<file path="config.mk">
export PLATFORM = sky130hd
export DESIGN_NAME = spi_esclavo
export DESIGN_NICKNAME = d
export VERILOG_FILES = /design/src/rtl/spi_esclavo.sv
export SDC_FILE = /design/constraint.sdc
export NUM_CORES = 1
export LEC_CHECK = 0
export ABC_CLOCK_PERIOD_IN_PS = 2500
export CAP_MARGIN = 20
export CELL_PAD_IN_SITES_DETAIL_PLACEMENT = 1
export CELL_PAD_IN_SITES_GLOBAL_PLACEMENT = 1
export CORE_MARGIN = 1.5
export CORE_UTILIZATION = 34
export CTS_BUF_LIST = sky130_fd_sc_hd__clkbuf_16
export DETAILED_ROUTE_END_ITERATION = 8
export PLACE_DENSITY = 0.62
export SETUP_SLACK_MARGIN = 0.02
export SKIP_LAST_GASP = 1
export SLEW_MARGIN = 15
export SYNTH_ARGS = -nofsm -noshare
export SYNTH_HDL_FRONTEND = slang
export SYNTH_SLANG_ARGS = --single-unit
</file>
<file path="constraint.sdc">
create_clock -name spi_clk_i -period 2.5 [get_ports spi_clk_i]
set_clock_uncertainty 0.1 [all_clocks]
set_input_delay 0.625 -clock spi_clk_i [delete_from_list [all_inputs] [get_ports spi_clk_i]]
set_output_delay 0.625 -clock spi_clk_i [all_outputs]
set_load 0.005 [all_outputs]
</file>
<file path="src/rtl/spi_esclavo.sv">
// SPI mode-0 responder, oversampled on spi_clk_i, with a one-entry TX buffer.
// Optional sticky error flags (spi_err_o / spi_errclr_i) when SPI_ESCLAVO_ERRFLAG_EN is defined.
module spi_esclavo #(
  parameter int unsigned           DATA_WIDTH  = 8,
  parameter int unsigned           SYNC_STAGES = 2,
  parameter logic [DATA_WIDTH-1:0] IDLE_FILL   = {DATA_WIDTH{1'b1}}
) (
  input  logic                  spi_clk_i,
  input  logic                  spi_rst_i,
  input  logic                  SCK,
  input  logic                  SS,
  input  logic                  MOSI,
  output logic                  MISO,
  output logic                  miso_oe_o,
  input  logic                  spi_fbo_i,
  output logic [DATA_WIDTH-1:0] rx_data_o,
  output logic                  rx_valid_o,
  input  logic [DATA_WIDTH-1:0] tx_data_i,
  input  logic                  tx_valid_i,
  output logic                  tx_ready_o,
  output logic [7:0]            byte_cnt_o,
  output logic                  busy_o
`ifdef SPI_ESCLAVO_ERRFLAG_EN
  ,
  output logic [1:0]            spi_err_o,
  input  logic                  spi_errclr_i
`endif
);

  localparam int unsigned CntW = $clog2(DATA_WIDTH + 1);

  typedef enum logic [1:0] {StIdle, StShift, StReload} state_e;

  state_e                state_q, state_d;
  logic [SYNC_STAGES-1:0] sck_sync_q, ss_sync_q, mosi_sync_q;
  logic                  sck_prev_q, ss_prev_q;
  logic                  fbo_q, fbo_d;
  logic [DATA_WIDTH-1:0] tx_sh_q, tx_sh_d;
  logic [DATA_WIDTH-1:0] rx_sh_q, rx_sh_d;
  logic [DATA_WIDTH-1:0] rx_data_q, rx_data_d;
  logic                  rx_valid_q, rx_valid_d;
  logic [CntW-1:0]       bit_cnt_q, bit_cnt_d;
  logic [7:0]            byte_cnt_q, byte_cnt_d;
  logic                  oe_q, oe_d;
  logic [DATA_WIDTH-1:0] buf_q, buf_d;
  logic                  buf_full_q, buf_full_d;

  logic                  sck_s, ss_s, mosi_s;
  logic                  sck_rise, sck_fall, ss_rise, ss_fall;
  logic                  load, underrun, abort, tx_write;
  logic [DATA_WIDTH-1:0] tx_word, rx_next;

  // Synchronizers plus one extra stage for edge detection; SS idles high.
  always_ff @(posedge spi_clk_i or posedge spi_rst_i) begin
    if (spi_rst_i) begin
      sck_sync_q  <= '0;
      ss_sync_q   <= '1;
      mosi_sync_q <= '0;
      sck_prev_q  <= 1'b0;
      ss_prev_q   <= 1'b1;
    end else begin
      sck_sync_q  <= {sck_sync_q[SYNC_STAGES-2:0], SCK};
      ss_sync_q   <= {ss_sync_q[SYNC_STAGES-2:0], SS};
      mosi_sync_q <= {mosi_sync_q[SYNC_STAGES-2:0], MOSI};
      sck_prev_q  <= sck_s;
      ss_prev_q   <= ss_s;
    end
  end

  assign sck_s    = sck_sync_q[SYNC_STAGES-1];
  assign ss_s     = ss_sync_q[SYNC_STAGES-1];
  assign mosi_s   = mosi_sync_q[SYNC_STAGES-1];
  assign sck_rise = sck_s & ~sck_prev_q;
  assign sck_fall = ~sck_s & sck_prev_q;
  assign ss_rise  = ss_s & ~ss_prev_q;
  assign ss_fall  = ~ss_s & ss_prev_q;

  assign tx_word  = buf_full_q ? buf_q : IDLE_FILL;
  assign tx_write = tx_valid_i & ~buf_full_q;

  always_ff @(posedge spi_clk_i or posedge spi_rst_i) begin
    if (spi_rst_i) begin
      state_q    <= StIdle;
      fbo_q      <= 1'b1;
      tx_sh_q    <= '0;
      rx_sh_q    <= '0;
      rx_data_q  <= '0;
      rx_valid_q <= 1'b0;
      bit_cnt_q  <= '0;
      byte_cnt_q <= '0;
      oe_q       <= 1'b0;
      buf_q      <= '0;
      buf_full_q <= 1'b0;
    end else begin
      state_q    <= state_d;
      fbo_q      <= fbo_d;
      tx_sh_q    <= tx_sh_d;
      rx_sh_q    <= rx_sh_d;
      rx_data_q  <= rx_data_d;
      rx_valid_q <= rx_valid_d;
      bit_cnt_q  <= bit_cnt_d;
      byte_cnt_q <= byte_cnt_d;
      oe_q       <= oe_d;
      buf_q      <= buf_d;
      buf_full_q <= buf_full_d;
    end
  end

  always_comb begin
    state_d    = state_q;
    fbo_d      = fbo_q;
    tx_sh_d    = tx_sh_q;
    rx_sh_d    = rx_sh_q;
    rx_data_d  = rx_data_q;
    rx_valid_d = 1'b0;
    bit_cnt_d  = bit_cnt_q;
    byte_cnt_d = byte_cnt_q;
    oe_d       = oe_q;
    load       = 1'b0;
    abort      = 1'b0;
    rx_next    = fbo_q ? {rx_sh_q[DATA_WIDTH-2:0], mosi_s} : {mosi_s, rx_sh_q[DATA_WIDTH-1:1]};

    if (ss_rise) begin
      // Frame end wins over any same-cycle SCK edge; a partial word is dropped.
      abort   = (state_q == StShift) && (bit_cnt_q != '0);
      state_d = StIdle;
      oe_d    = 1'b0;
    end else begin
      unique case (state_q)
        StIdle: begin
          if (ss_fall) begin
            fbo_d      = spi_fbo_i;
            load       = 1'b1;
            tx_sh_d    = tx_word;
            oe_d       = 1'b1;
            bit_cnt_d  = '0;
            byte_cnt_d = '0;
            state_d    = StShift;
          end
        end
        StShift: begin
          if (sck_rise) begin
            rx_sh_d = rx_next;
            if (bit_cnt_q == CntW'(DATA_WIDTH - 1)) begin
              rx_data_d  = rx_next;
              rx_valid_d = 1'b1;
              bit_cnt_d  = '0;
              if (byte_cnt_q != 8'hFF) byte_cnt_d = byte_cnt_q + 8'd1;
              state_d    = StReload;
            end else begin
              bit_cnt_d = bit_cnt_q + CntW'(1);
            end
          end else if (sck_fall && (bit_cnt_q != '0)) begin
            tx_sh_d = fbo_q ? {tx_sh_q[DATA_WIDTH-2:0], 1'b0} : {1'b0, tx_sh_q[DATA_WIDTH-1:1]};
          end
        end
        StReload: begin
          if (sck_fall) begin
            load    = 1'b1;
            tx_sh_d = tx_word;
            state_d = StShift;
          end
        end
        default: state_d = StIdle;
      endcase
    end
  end

  assign underrun = load & ~buf_full_q;

  // A load only ever sees the pre-write buffer state, so write and load never collide.
  always_comb begin
    buf_d      = buf_q;
    buf_full_d = buf_full_q;
    if (load && buf_full_q) buf_full_d = 1'b0;
    if (tx_write) begin
      buf_d      = tx_data_i;
      buf_full_d = 1'b1;
    end
  end

  assign MISO       = oe_q ? (fbo_q ? tx_sh_q[DATA_WIDTH-1] : tx_sh_q[0]) : 1'b1;
  assign miso_oe_o  = oe_q;
  assign rx_data_o  = rx_data_q;
  assign rx_valid_o = rx_valid_q;
  assign tx_ready_o = ~buf_full_q;
  assign byte_cnt_o = byte_cnt_q;
  assign busy_o     = ~ss_s;

`ifdef SPI_ESCLAVO_ERRFLAG_EN
  logic [1:0] err_q, err_d;

  // Set beats clear when both happen in the same cycle.
  always_comb begin
    err_d = err_q;
    if (spi_errclr_i) err_d = 2'b00;
    err_d = err_d | {abort, underrun};
  end

  always_ff @(posedge spi_clk_i or posedge spi_rst_i) begin
    if (spi_rst_i) err_q <= 2'b00;
    else           err_q <= err_d;
  end

  assign spi_err_o = err_q;
`else
  logic unused_err;
  assign unused_err = underrun ^ abort;
`endif

endmodule

</file>
==> results of run 1 <==
[power by group through the flow]
| stage | clock network [µW] | registers, µW | logic, µW |
|---|---|---|---|
| floorplan | 0 | 1300 | 547 |
| global placement | 0 | 1360 | 717 |
| detailed placement | 0 | 1360 | 745 |
| CTS | 1240 | 1350 | 750 |
| global route | 1280 | 1380 | 829 |
| finish | 1210 | 1350 | 731 |
[cell families after synthesis]
kind of cell	synth area share (%)
adders and majority gates	2.255
DFF	52.50
muxes	13.67
buffers and inverters	3.698
and+or+nand+nor	12.45
AOI/OAI and AO/OA	15.43
[cells in the mapped netlist, types with 6 or more instances]
master   instances
a21oi_1         11
o21ai_0          9
a31oi_1          9
inv_1            8
a21o_1           6
nor2_1          14
dfrtp_1         54
nand2_1         23
mux2i_1         15
o21ai_2          7
buf_2            7
mux2_2          19
o31a_1           6
[metal layers]
layer / vias to the layer above / part of all wire [%] / track usage (%)
li1: 965 / - / -
met1: 992 / 48 / 19.04
met2: 33 / 47 / 24.09
met3: 8 / 3.5 / 4.228
met4: 0 / 1.7 / 6.439
met5: - / 0 / 0
[through the flow]
step           std cells  total power, µW  area (µm²)
2_1_floorplan        243             1847        2774
3_3_place_gp         378             2073        3271
3_5_place_dp         378             2109        3271
4_1_cts              394             3342        3565
5_1_grt              394             3489        3565
6_report             394             3287        3565
[flip-flops by register name, summed over array words and instances (netlist names)]
register	count
buf_q	8
byte_cnt_o	8
rx_data_o	8
rx_sh_q	8
tx_sh_q	8
bit_cnt_q	4
mosi_sync_q	2
sck_sync_q	2
ss_sync_q	2
state_q	2
buf_full_q	1
fbo_q	1
miso_oe_o	1
rx_valid_o	1
sck_prev_q	1
ss_prev_q	1
[layout make-up]
class	instances	area, µm²
fillers	848	4243
flip-flops and latches	58	1456
multi-input cells	164	1215
repair buffers	45	437.9
clock buffers	9	225.2
well taps	102	127.6
clock inverters	7	68.82
inverters	9	33.78
[critical path, delay by kind of cell (launching register included)]
family | cells | cell delay (ns)
DFF | 1 | 0.53
buffers and inverters | 1 | 0.44
muxes | 1 | 0.27
and+or+nand+nor | 1 | 0.08
[worst paths after layout]
path                                     from       endpoint  slack [ns]  cells past startpoint
worst min register to register  sck_sync_q[0]  sck_sync_q[1]        0.25                      0
worst max-delay path                    fbo_q           MISO        0.13                      3
worst max register to register      ss_prev_q   rx_data_o[7]        0.34                      4
worst min-delay path            sck_sync_q[0]  sck_sync_q[1]        0.25                      0
min in group asynchronous           spi_rst_i   rx_data_o[7]        0.57                      3
max in group asynchronous           spi_rst_i   ss_sync_q[0]        1.42                      3
==> metrics.md, run 1 <==
| Metric | Value |
|---|---|
| Top Ports | `36` |
| Critical Path Source Type | `flop` |
| Initial antenna violation count | `0` |
| Setup bufs post-CTS | `0` |
| Htree depth | `3` |
| Starting DRT DRC Count | `29` |
| Relative slew slack | `73.08%` |
| EDFF count, synth | `0` |
| Netlist cell types | `45` |
| Pleak | `0.001618 µW` |
| Slew Viols, Final | `0` |
| Critical Path Max Stage Delay | `0.53 ns` |
| First-pass GRT wire length | `10050 µm` |
| Pint | `2335 µW` |
| Core ar. | `7807 µm²` |
| Cell taking the most area after synthesis | `dfrtp_1` |
| GP Congestion | `0.7744` |
| Gr ovfl total | `0` |
| CP max FO | `2` |
| Fin Setup TNS | `0 ns` |
| Sw frac | `28.97%` |
| Fin nets | `307` |
| Slowest-stage cell, CP | `dfstp_2` |
| Die width | `93.33 µm` |
| Gr usage total | `15.09%` |
| Layout area overhead | `28.51%` |
| Synthesized flop and latch total | `58` |
| P_sw | `952.2 µW` |
| Final Cycle Share | `94.90%` |
| Async S/R FF share, synth | `100.0%` |
| Worst setup EP type | `primary output` |
| Max Clk Rate | `0.4215 GHz` |
| Layout cells sized above 1 | `21.92%` |
| Hold WC Path Type | `flop to flop` |
| Fin. Hold Viols | `0` |
| Final hold slack | `0.2478 ns` |
| Inserted Clock Buffers | `9` |
| Clk pin slew, worst setup/hold paths | `0.05 ns` |
| Part of the Yosys area used for sequential elements | `52.50%` |
| DRT Pass-1 Iters | `4` |
| Combinational group share of total power | `22.3%` |
| Post-Syn Area | `2774 µm²` |
| Vias in the first global route | `2113` |
| Cts repair resizes | `0` |
| DRC | `0` |
| Syn. warnings | `0` |
| Post-cts hold buffer count | `0` |
| DIE HEIGHT | `93.33 µm` |
| Mapped Avg Cell Area | `11.42 µm²` |
| Pin count of the biggest net entering global routing | `59` |
| Status | `finished clean` |
| Syn Inst Count | `243` |
| Sequential power share | `41.0%` |
| Critical Path RT | `1.77 ns` |
| Arrival @ worst endpoint | `1.65 ns` |
| Peak VDD IR | `342.8 µV` |
| Routed len/inst | `14.75 µm` |
| Dpl ws | `0.3260 ns` |
| Antenna viol nets, final | `0` |
| Yosys top cell area share | `48.71%` |
| Clock power frac | `36.7%` |
| Worst-margin pin slew | `0.4038 ns` |
| Clk_lat worst skew | `0.32 ns` |
| Final core utilization | `45.66%` |
| Max_cap viols | `0` |
| Post-DP HPWL | `4029 µm` |
| Pwr Density | `922.1 nW/µm²` |
| Ant diodes | `0` |
| Crit Path Class | `flop to primary output` |
| # rows | `32` |
| Syn nets | `263` |
| Via density | `5.071` |
| Total number of vias | `1998` |
| Synth top area cells | `dfrtp_1 49%, mux2_2 7.7%, mux2i_1 5.4%, dfstp_2 3.8%, nand2_1 3.1%` |
| Ordered cell list for the critical path | `mux2i_1 > nand2_1 > clkdlybuf4s50_1` |
| Final wirelength | `5812 µm` |
| Die footprint | `8710 µm²` |
| # clock sinks | `58` |
| Setup ws final | `0.1274 ns` |
| CTS tree | `yes` |
| Port bufs | `35` |
| Starting Density | `35.53%` |
| Commonest cells after routing, fill and taps aside | `54 x dfrtp_1, 35 x clkdlybuf4s50_1, 23 x nand2_1` |
| CTS max path bufs | `2` |
| CTS root buffer | `clkbuf_16` |
| Fin crit period | `2.373 ns` |
| Most common cell after layout, fill and taps aside | `dfrtp_1` |
| Setup violators final | `0` |
| RSZ-0062 raised after global routing | `no` |
| Most used DFF post-synth | `dfrtp_1` |
Note: power is estimated with default switching activity, not from simulation.
==> inputs of run 2 (changes only) <==
ABC_AREA = 1   (was not set)
PLACE_DENSITY = 0.65   (was 0.62)
REMOVE_ABC_BUFFERS = 1   (was not set)
TNS_END_PERCENT = 50   (was not set)
==> run 2 against run 1 <==
Net effect: final cell count up 28%; critical path depth down 1; synthesized area up 5.1%; critical path type unchanged; largest power group unchanged; maximum frequency up 7.7%; highest routed layer unchanged; non-clock buffer count down 7; synthesized cell count up 45%; worst hold slack about the same; cell area up 2.9%; total power up 11%.
==> metrics.md, run 2 <==
| Metric | Value |
|---|---|
| Status | `finished clean` |
| CTS max path bufs | `2 (unchanged)` |
| Syn. warnings | `0 (unchanged)` |
| Setup violators final | `0 (unchanged)` |
| Htree depth | `3 (unchanged)` |
| Slew Viols, Final | `0 (unchanged)` |
| Critical Path RT | `1.77 ns (about the same)` |
| Most frequent cell after synthesis | `nand2_1` |
| Post-synth top cells | `125 x nand2_1, 54 x dfrtp_1, 32 x o21ai_0, 31 x inv_1, 26 x nor2_1` |
| Antenna viol nets, final | `0 (unchanged)` |
| Via density | `4.801 (-5.3%)` |
| Worst setup EP type | `primary output` |
| Pwr Density | `993.7 nW/µm² (+7.8%)` |
| # clock sinks | `58 (unchanged)` |
| Fin. Hold Viols | `0 (unchanged)` |
| Gr usage total | `17.37% (+2.3 points)` |
| Yosys top cell area share | `46.37% (-2.3 points)` |
| Part of the Yosys area used for sequential elements | `49.98% (-2.5 points)` |
| Post-DP HPWL | `4874 µm (+21%)` |
| Final Cycle Share | `88.12% (-6.8 points)` |
| Reg2reg path depth | `10 (+6)` |
| Core ar. | `8258 µm² (+5.8%)` |
| Clk_lat worst skew | `0.32 ns (about the same)` |
| Most common cell after layout, fill and taps aside | `nand2_1` |
| Async S/R FF share, synth | `100.0% (unchanged)` |
| Most used DFF post-synth | `dfrtp_1` |
| Final wirelength | `7147 µm (+23%)` |
| DRT Pass-1 Iters | `4 (unchanged)` |
| Setup ws final | `0.2969 ns (+0.1695 ns)` |
| Top Ports | `36 (unchanged)` |
| Cell taking the most area after synthesis | `dfrtp_1` |
| Port bufs | `35 (unchanged)` |
| Initial antenna violation count | `0 (unchanged)` |
| CTS root buffer | `clkbuf_16` |
| DRC | `0 (unchanged)` |
| First-pass GRT wire length | `12090 µm (+20%)` |
| Inserted Clock Buffers | `9 (unchanged)` |
| DIE HEIGHT | `95.58 µm (+2.4%)` |
| Synth top area cells | `dfrtp_1 46%, nand2_1 16%, o21ai_0 5.5%, inv_1 4.0%, dfstp_2 3.6%` |
| Hold Path Stages | `0 (unchanged)` |
| Peak VDD IR | `460.6 µV (+34%)` |
| Die width | `95.58 µm (+2.4%)` |
| Syn Inst Count | `352 (+45%)` |
| Ant diodes | `0 (unchanged)` |
| Critical Path Source Type | `flop` |
| Dpl ws | `0.3249 ns (-0.001115 ns)` |
| Arrival @ worst endpoint | `1.48 ns (-0.17 ns)` |
| Max Clk Rate | `0.4539 GHz (+7.7%)` |
| Starting DRT DRC Count | `87 (+200%)` |
| Pin count of the biggest net entering global routing | `59 (unchanged)` |
| Routed len/inst | `14.21 µm (-3.7%)` |
| # fillers | `1034 (+22%)` |
| Compound-cell area share of the yosys netlist | `7.900% (-7.5 points)` |
| CP max FO | `11 (+9)` |
| Largest family of logic cells by synthesized area | `simple AND/OR/NAND/NOR gates` |
| Layout area overhead | `25.85%` |
| EDFF count, synth | `0 (unchanged)` |
| Crit Path Class | `flop to primary output` |
| Clk pin slew, worst setup/hold paths | `0.05 ns (about the same)` |
| Hold WC Path Type | `flop to flop` |
| Gr ovfl total | `0 (unchanged)` |
| Post-Syn Area | `2914 µm² (+5.1%)` |
| Layout cells sized above 1 | `12.06% (-9.9 points)` |
| Post-Synth Simple-Gate Area | `29.80% (+17 points)` |
| Starting Density | `35.29% (-0.24 points)` |
| Vias in the first global route | `2552 (+21%)` |
| Die footprint | `9136 µm² (+4.9%)` |
| Netlist cell types | `30 (-33%)` |
| Fin nets | `413 (+35%)` |
| Worst-margin pin slew | `0.3836 ns (-0.02013 ns)` |
| Synthesized flop and latch total | `58 (unchanged)` |
| CTS tree | `yes` |
| Mux share of post-synthesis cell area | `3.091% (-11 points)` |
| Total number of vias | `2415 (+21%)` |
| Synth Area in Adders | `2.147% (-0.11 points)` |
| Relative slew slack | `74.36% (+1.3 points)` |
| Fin Setup TNS | `0 ns (unchanged)` |
| Post-synthesis xor/xnor area fraction | `0.6011% (+0.60 points)` |
| RSZ-0062 raised after global routing | `no` |
| GP Congestion | `0.7606 (-1.8%)` |
| Pleak | `0.001775 µW (+9.7%)` |
| Fin crit period | `2.203 ns (-0.1695 ns)` |
| Mapped Avg Cell Area | `8.279 µm² (-27%)` |
| Commonest cells after routing, fill and taps aside | `125 x nand2_1, 54 x dfrtp_1, 34 x clkdlybuf4s50_1` |
| Max_cap viols | `0 (unchanged)` |
| # rows | `33 (+3.1%)` |
-- run 2: cell count changes in the layout (fill, tap and decap cells not counted), moves of 7 or more --
cell / before / now
buf_4: 9 / 2
a31oi_1: 9 / 0
nand2_1: 23 / 125
o21ai_2: 7 / 0
o21ai_0: 9 / 32
nand3_1: 5 / 20
mux2i_1: 15 / 0
nor2_1: 14 / 26
mux2_2: 19 / 8
inv_1: 7 / 31
-- run 2: layout make-up --
cell class / instances / area [µm²] / area share (%)
clock buffers: 9 / 225.2 / 6.141
clock inverters: 7 / 53.80 / 1.467
inverters: 36 / 143.9 / 3.924
multi-input cells: 250 / 1269 / 34.60
flip-flops and latches: 58 / 1456 / 39.71
well taps: 105 / 131.4 / 3.582
repair buffers: 38 / 387.9 / 10.58
-- run 2: worst paths after layout --
check	slack [ns]	end	start
min in group asynchronous	0.59	rx_data_o[1]	spi_rst_i
worst max-delay path	0.30	tx_ready_o	buf_full_q
worst min register to register	0.25	sck_sync_q[1]	sck_sync_q[0]
worst min-delay path	0.25	sck_sync_q[1]	sck_sync_q[0]
max in group asynchronous	1.41	ss_prev_q	spi_rst_i
worst max register to register	0.56	byte_cnt_o[4]	ss_prev_q
-- run 2: cell families (layout without fill, tap and decap cells) --
logic type	Yosys count	count (layout)
AO/OA/AOI/OAI	44	44
multiplexers	8	8
adder cells (fa/ha/maj)	5	5
XOR/XNOR	2	2
flip-flops	58	58
buffers and inverters	44	90
AND/OR/NAND/NOR	191	191
-- run 2: repair_timing --
item,4_1_cts,5_1_grt
buffers inserted,1,0
hold endpoints to repair,0,0
gates cloned,0,0
hold buffers,0,0
endpoints found under the setup margin,1,1
gates resized for setup,1,1
pin swaps,0,1
-- run 2: stage by stage --
stage	std cells	hold WS [ns]	area [µm²]	utilization, %	total power (µW)
floorplan	344	0.2312	2865	-	2094
global placement	486	0.2393	3374	40.86	2456
detailed placement	486	0.2372	3374	40.86	2489
CTS	503	0.2493	3665	44.38	3709
global route	503	0.2574	3667	44.41	3920
finish	503	0.2478	3667	44.41	3644
-- run 2: worst max-delay path, cell delays in order (launching register included) --
cell and delay (ns):
dfrtp_1 0.36, inv_1 0.24, clkdlybuf4s50_1 0.56
-- run 2: per-layer routing --
| layer | vias up | global-route usage, % | part of all wire [%] | routed length (µm) |
|---|---|---|---|---|
| met5 | - | 0 | 0 | 0 |
| met4 | 0 | 6.985 | 1.7 | 125 |
| met3 | 12 | 2.632 | 1.9 | 138 |
| met2 | 26 | 29.17 | 50 | 3547 |
| met1 | 1178 | 22.24 | 47 | 3336 |
| li1 | 1199 | - | - | - |
-- run 2: power by group --
part	switching, µW	internal [µW]	leakage (µW)	total, µW
Clock	412	750	0.000144	1160
Combinational	695	431	0.000889	1130
Sequential	175	1180	0.000742	1360
Total	1280	2360	0.00178	3640
